<file path="src/rtl/poly_phase_accumulator.sv">
// Time-multiplexed polyphonic phase accumulator: one sample tick scans every voice in
// ascending order and emits one registered (voice, phase, wrap) result per cycle.
module poly_phase_accumulator #(
  parameter int NUM_VOICES  = 8,
  parameter int PHASE_WIDTH = 32,
  parameter int INC_WIDTH   = 24,
  parameter int VW          = $clog2(NUM_VOICES)
) (
  input  logic                   clk_in,
  input  logic                   rst_in,
  input  logic                   sample_tick_in,
  input  logic [NUM_VOICES-1:0]  gate_in,
  input  logic                   inc_we_in,
  input  logic [VW-1:0]          inc_addr_in,
  input  logic [INC_WIDTH-1:0]   inc_data_in,
  output logic [PHASE_WIDTH-1:0] phase_out,
  output logic [VW-1:0]          voice_out,
  output logic                   valid_out,
  output logic                   last_out,
  output logic                   wrap_out,
  output logic                   busy_out,
  output logic                   overrun_out
);

  typedef enum logic {IDLE, SCAN} state_t;

  state_t                 state, state_nxt;
  logic [PHASE_WIDTH-1:0] phase [NUM_VOICES];
  logic [INC_WIDTH-1:0]   inc   [NUM_VOICES];
  logic [NUM_VOICES-1:0]  prev_gate, gate_snap;
  logic [VW-1:0]          idx;
  logic                   is_last;
  logic [PHASE_WIDTH:0]   acc_sum;
  logic [PHASE_WIDTH-1:0] upd_phase;
  logic                   upd_wrap;

  assign is_last = (idx == VW'(NUM_VOICES - 1));

  // NOTE: sequential state uses non-blocking assignments so every register samples pre-edge values.
  always_ff @(posedge clk_in) begin
    if (rst_in) state <= IDLE;
    else        state <= state_nxt;
  end

  // NOTE: each always_comb assigns defaults first, so no path can leave a latch behind.
  always_comb begin
    state_nxt = state;
    case (state)
      IDLE: if (sample_tick_in) state_nxt = SCAN;
      SCAN: if (is_last)        state_nxt = IDLE;
    endcase
  end

  // Update for the voice under the scan pointer; a new or released note restarts at zero.
  always_comb begin
    busy_out  = (state == SCAN);
    acc_sum   = {1'b0, phase[idx]} + {{(PHASE_WIDTH + 1 - INC_WIDTH){1'b0}}, inc[idx]};
    upd_phase = '0;
    upd_wrap  = 1'b0;
    if (gate_snap[idx] && prev_gate[idx]) begin
      upd_phase = acc_sum[PHASE_WIDTH-1:0];
      upd_wrap  = acc_sum[PHASE_WIDTH];
    end
  end

  // NOTE: the voice tables are plain flop arrays, so they can and must be cleared by reset;
  // a voice's first scan after reset then reads a zero increment.
  always_ff @(posedge clk_in) begin
    if (rst_in) begin
      for (int v = 0; v < NUM_VOICES; v++) begin
        phase[v] <= '0;
        inc[v]   <= '0;
      end
      prev_gate   <= '0;
      gate_snap   <= '0;
      idx         <= '0;
      phase_out   <= '0;
      voice_out   <= '0;
      valid_out   <= 1'b0;
      last_out    <= 1'b0;
      wrap_out    <= 1'b0;
      overrun_out <= 1'b0;
    end else begin
      valid_out <= 1'b0;
      last_out  <= 1'b0;
      wrap_out  <= 1'b0;

      // Same-edge write to the active voice lands after its read, so it counts from the next tick.
      if (inc_we_in && (int'(inc_addr_in) < NUM_VOICES))
        inc[inc_addr_in] <= inc_data_in;

      case (state)
        IDLE: begin
          if (sample_tick_in) begin
            gate_snap <= gate_in;
            idx       <= '0;
          end
        end
        SCAN: begin
          if (sample_tick_in) overrun_out <= 1'b1;
          phase[idx]     <= upd_phase;
          prev_gate[idx] <= gate_snap[idx];
          phase_out      <= upd_phase;
          voice_out      <= idx;
          valid_out      <= 1'b1;
          last_out       <= is_last;
          wrap_out       <= upd_wrap;
          if (!is_last) idx <= idx + VW'(1);
        end
      endcase
    end
  end

endmodule

</file>
<file path="config.mk">
export PLATFORM = sky130hd
export DESIGN_NAME = poly_phase_accumulator
export DESIGN_NICKNAME = d
export VERILOG_FILES = /design/src/rtl/poly_phase_accumulator.sv
export SDC_FILE = /design/constraint.sdc
export NUM_CORES = 1
export LEC_CHECK = 0
export CORE_MARGIN = 2
export CORE_UTILIZATION = 56
export DETAILED_ROUTE_END_ITERATION = 8
export HOLD_SLACK_MARGIN = 0.03
export PLACE_DENSITY = 0.81
export SLEW_MARGIN = 20
export SYNTH_ARGS = -nofsm -noshare
export SYNTH_HDL_FRONTEND = slang
export SYNTH_SLANG_ARGS = --single-unit
</file>
<file path="constraint.sdc">
create_clock -name clk_in -period 3.95 [get_ports clk_in]
set_input_delay 0.79 -clock clk_in [delete_from_list [all_inputs] [get_ports clk_in]]
set_output_delay 0.79 -clock clk_in [all_outputs]
set_load 0.05 [all_outputs]
</file>
==> impl_metrics.py <==
metrics = {
    "die": {
        "dieHeight_um": 208.6,
        "initial_core_util_pct": 57.02,
        "core_sq_um": 41110,
        "die_area_sq_um": 43510,
        "die_w_um": 208.6,
        "io_pins": 79,
        "rows": 74,
    },
    "placed_design": {
        "io_buffer_count": 78,
        "place_area_sq_um": 25490,
        "gp_congestion": 0.9277,
        "dp_hpwl_um": 36300,
    },
    "setup_path": {
        "path_class": "reg -> reg",
        "cp_max_fo": 9,
        "worst_r2r_path_depth": 15,
        "end_kind": "flip-flop",
        "startpoint_type": "flip-flop",
        "r2r_end": "phase[2][28]$_SDFFCE_PN0P_",
        "worstPathRequired_ns": 4.39,
        "r2r_setup_slack_ns": -0.03,
        "arrival_ns": 4.41,
    },
    "synthesis": {
        "synth_async_sr_flop_share_pct": 0,
        "synth_seq_cells": 510,
        "synth_fp_nets": 1753,
        "synth_edf_count": 448,
        "yosys.area.top_type": "edfxtp_1",
        "yosysWarningCount": 0,
        "synth_top_area_share_pct": 57.39,
        "synth_flop_cell": "edfxtp_1",
        "netlist_top_cells_area": "edfxtp_1, mux4_2, dfxtp_1, and2_1, nor2_1",
        "seq_area_frac_synth_pct": 62.69,
        "synth_area_per_cell_sq_um": 13.89,
        "postSynthCellCount": 1687,
        "synth_cell_type_count": 74,
        "synth_area_sq_um": 23440,
    },
    "global_routing": {
        "grt_pass1_wl_um": 89760,
        "overflow": 0,
        "antenna_found_initial": 2,
        "grt_max_degree": 44,
        "grtUsageTotal_pct": 27.76,
        "grt_pass1_vias": 15596,
    },
    "final_layout": {
        "antenna_cells": 0,
        "fin_nets": 1928,
        "drive_above_1_share_pct": 25.11,
        "fillers": 2697,
        "final_cell_area_sq_um": 27790,
        "syn_to_final_growth_pct": 18.54,
    },
    "clock_network": {
        "cts_tree": "done",
        "cts_root_buffer": "clkbuf_16",
        "clock_latency_ns": 0.61,
        "cts_sinks": 510,
        "cts_buffer_depth": 3,
        "cts_buffers": 50,
        "holdBufCountCts": 0,
        "cts_htree_levels": 2,
        "clk_pin_slew_ns": 0.06,
    },
    "sta": {
        "fin_crit_sh_pct": 100.7,
        "max_freq_mhz": 251.4,
        "final-setup-viol-count": 12,
        "max_slew_margin_pct": 44.58,
        "setup_slack_ns": -0.02781,
        "tightest_slew_ns": 0.8283,
        "finalClockSkew_ns": 0.01957,
        "finalHoldViolCount": 0,
        "final_max_slew_viol_count": 0,
        "post-route-min-period_ns": 3.978,
    },
    "drt": {
        "vias": 15412,
        "dr.pass1.iters": 6,
        "via_per_inst": 6.337,
        "routed_wl_um": 62150,
        "drt_iter0_markers": 1772,
        "drtAntennaViolNets": 0,
        "detail_route.wl_per_cell_um": 25.55,
        "drc": 0,
    },
    "worst_hold_path": {
        "holdCritStartpoint": "phase_out[11]$_SDFFE_PP0P_",
        "hold_class": "reg -> reg",
        "holdPathStages": 2,
        "hold_end": "phase_out[11]$_SDFFE_PP0P_",
    },
    "run_status": {
        "violations": "negative setup slack",
        "outcome": "finished, violations left",
    },
    "power_and_ir_drop": {
        "pwr-share-seq_pct": 48.4,
        "cellPowerDensity_nw_per_um2": 459.5,
        "switchingPower_mw": 3.097,
        "switching_share_pct": 24.26,
        "p_comb_share_pct": 13.4,
        "power_mw": 12.77,
        "p_leak_nw": 9.701,
        "ir_drop_mv": 0.4473,
        "p_int_mw": 9.671,
        "p_clk_share_pct": 38.3,
    },
    "flow_run": {
        "maxCapViolCount": 0,
    },
}
-- cell usage in the layout (no fill, tap or decap), types with 7 or more instances in the layout --
cell and instances:
xnor2_1 7, buf_4 117, a21oi_1 46, a21o_1 9, o21ai_0 21, or3_1 10
and2_1 196, or2_2 8, nor3_1 18, nand3_1 20, mux2i_1 12, buf_12 14
ha_4 8, nand2_1 85, and3_1 10, o21a_1 10, ha_1 15, clkbuf_1 13
mux4_2 112, clkdlybuf4s50_1 77, clkinv_2 7, a31o_2 7, o21ai_1 8, dfxtp_1 59
a21oi_2 14, mux2_2 49, inv_1 17, clkbuf_16 57, nor2_1 267, edfxtp_1 448
nand4_1 8, nand2b_1 7
-- cells in the mapped netlist, types with 7 or more instances --
library cell    n
edfxtp_1      448
nor2_1        269
and2_1        196
mux4_2        112
nand2_1        85
dfxtp_1        62
clkbuf_1       52
mux2_2         52
a21oi_1        51
buf_2          30
ha_1           26
nor3_1         24
o21ai_0        23
nand3_1        20
inv_1          17
mux2i_1        13
and3_1         11
or3_1          11
a21o_1         10
a21oi_2        10
o21a_1         10
buf_1           9
nand4_1         8
or2_2           8
a31o_2          7
nand2b_1        7
o21ai_1         7
xnor2_1         7
-- flip-flops by register name (all words and copies together) (netlist names), named ones only --
signal and cells:
busy_out 1, gate_snap 8, idx 3, inc 192
last_out 1, overrun_out 1, phase 256, phase_out 32
prev_gate 8, valid_out 1, voice_out 3, wrap_out 1
-- per-layer routing --
metal  up-vias  part of all wire [%]  track usage [%]  wire length, um
li1       6593                     -                -                -
met1      7704                    37            36.07            23090
met2       905                    49            45.82            30230
met3       208                    10            5.260             6253
met4         2                   4.1            12.78             2563
met5         -                 0.021                0               13
-- kinds of logic (layout without fill, tap and decap cells) --
| kind of cell | Yosys count | in the layout | share of synthesized area, % |
|---|---|---|---|
| DFF | 510 | 510 | 62.69 |
| buffers and inverters | 118 | 330 | 2.205 |
| adders and majority gates | 27 | 27 | 1.473 |
| and+or+nand+nor | 672 | 672 | 14.15 |
| xor gates and xnor gates | 16 | 17 | 0.7260 |
| AOI/OAI and AO/OA | 167 | 167 | 4.943 |
| muxes | 177 | 177 | 13.81 |
-- layout make-up --
cell class,count,area [sq um],area share (%)
clock buffer,70,1419,5.106
multi-input combinational,1060,8538,30.73
clock inverter,20,250.2,0.9006
timing repair buffer,221,2136,7.687
tap,532,665.6,2.396
sequential,510,14710,52.92
inverter,19,71.32,0.2567
-- worst max path at each step --
stage,start,end,slack [ns],cells past startpoint
6_report,flip-flop,phase[2][28]$_SDFFCE_PN0P_,-0.03,15
4_1_cts,flip-flop,phase[4][29]$_SDFFCE_PN0P_,0.007,14
5_1_grt,flip-flop,phase[3][28]$_SDFFCE_PN0P_,-0.1,15
3_5_place_dp,flip-flop,phase[5][26]$_SDFFCE_PN0P_,-0.11,12
2_1_floorplan,flip-flop,phase[0][30]$_SDFFCE_PN0P_,0.004,16
3_3_place_gp,flip-flop,phase[4][24]$_SDFFCE_PN0P_,0.03,13
-- power groups by stage --
stage                     Combinational [mW]  Sequential (mW)  Clock, mW
after CTS                               1.52             6.18       4.88
after detailed placement                1.47             6.29          0
final                                   1.71             6.18       4.88
after floorplan                        0.934             6.25          0
after global placement                  1.44             6.27          0
after global routing                    1.80             6.19       5.08
-- through the flow --
step / std cells / TNS (ns) / util (%) / setup slack (ns) / hold WS, ns
after floorplan: 1687 / 0 / - / 0.003769 / 0.4321
after global placement: 2313 / 0 / 62.00 / 0.03301 / 0.4398
after detailed placement: 2313 / -1.765 / 62.00 / -0.1115 / 0.4393
after CTS: 2404 / 0 / 66.23 / 0.007022 / 0.4488
after global routing: 2432 / -3.095 / 67.59 / -0.09898 / 0.4778
final: 2432 / -0.1385 / 67.59 / -0.02781 / 0.4484
-- worst max-delay path, cell delays in order (launching register included) --
cell and delay, ns:
dfxtp_4 0.39, buf_4 0.16, clkbuf_16 0.18, buf_4 0.14, mux4_2 0.49, mux2_2 0.28, ha_1 0.35, a21oi_1 0.31
o21ai_1 0.16, a22o_2 0.31, nor3_4 0.26, o31a_1 0.26, buf_6 0.15, nor2_2 0.04, buf_2 0.14, nor3_1 0.18
-- what timing repair did --
item / CTS / global route
setup buffers: 1 / 21
pin swaps: 2 / 11
setup endpoints to repair: 37 / 132
gates resized for setup: 8 / 49
cloned: 0 / 8
Power figures use the tool's default switching activity.
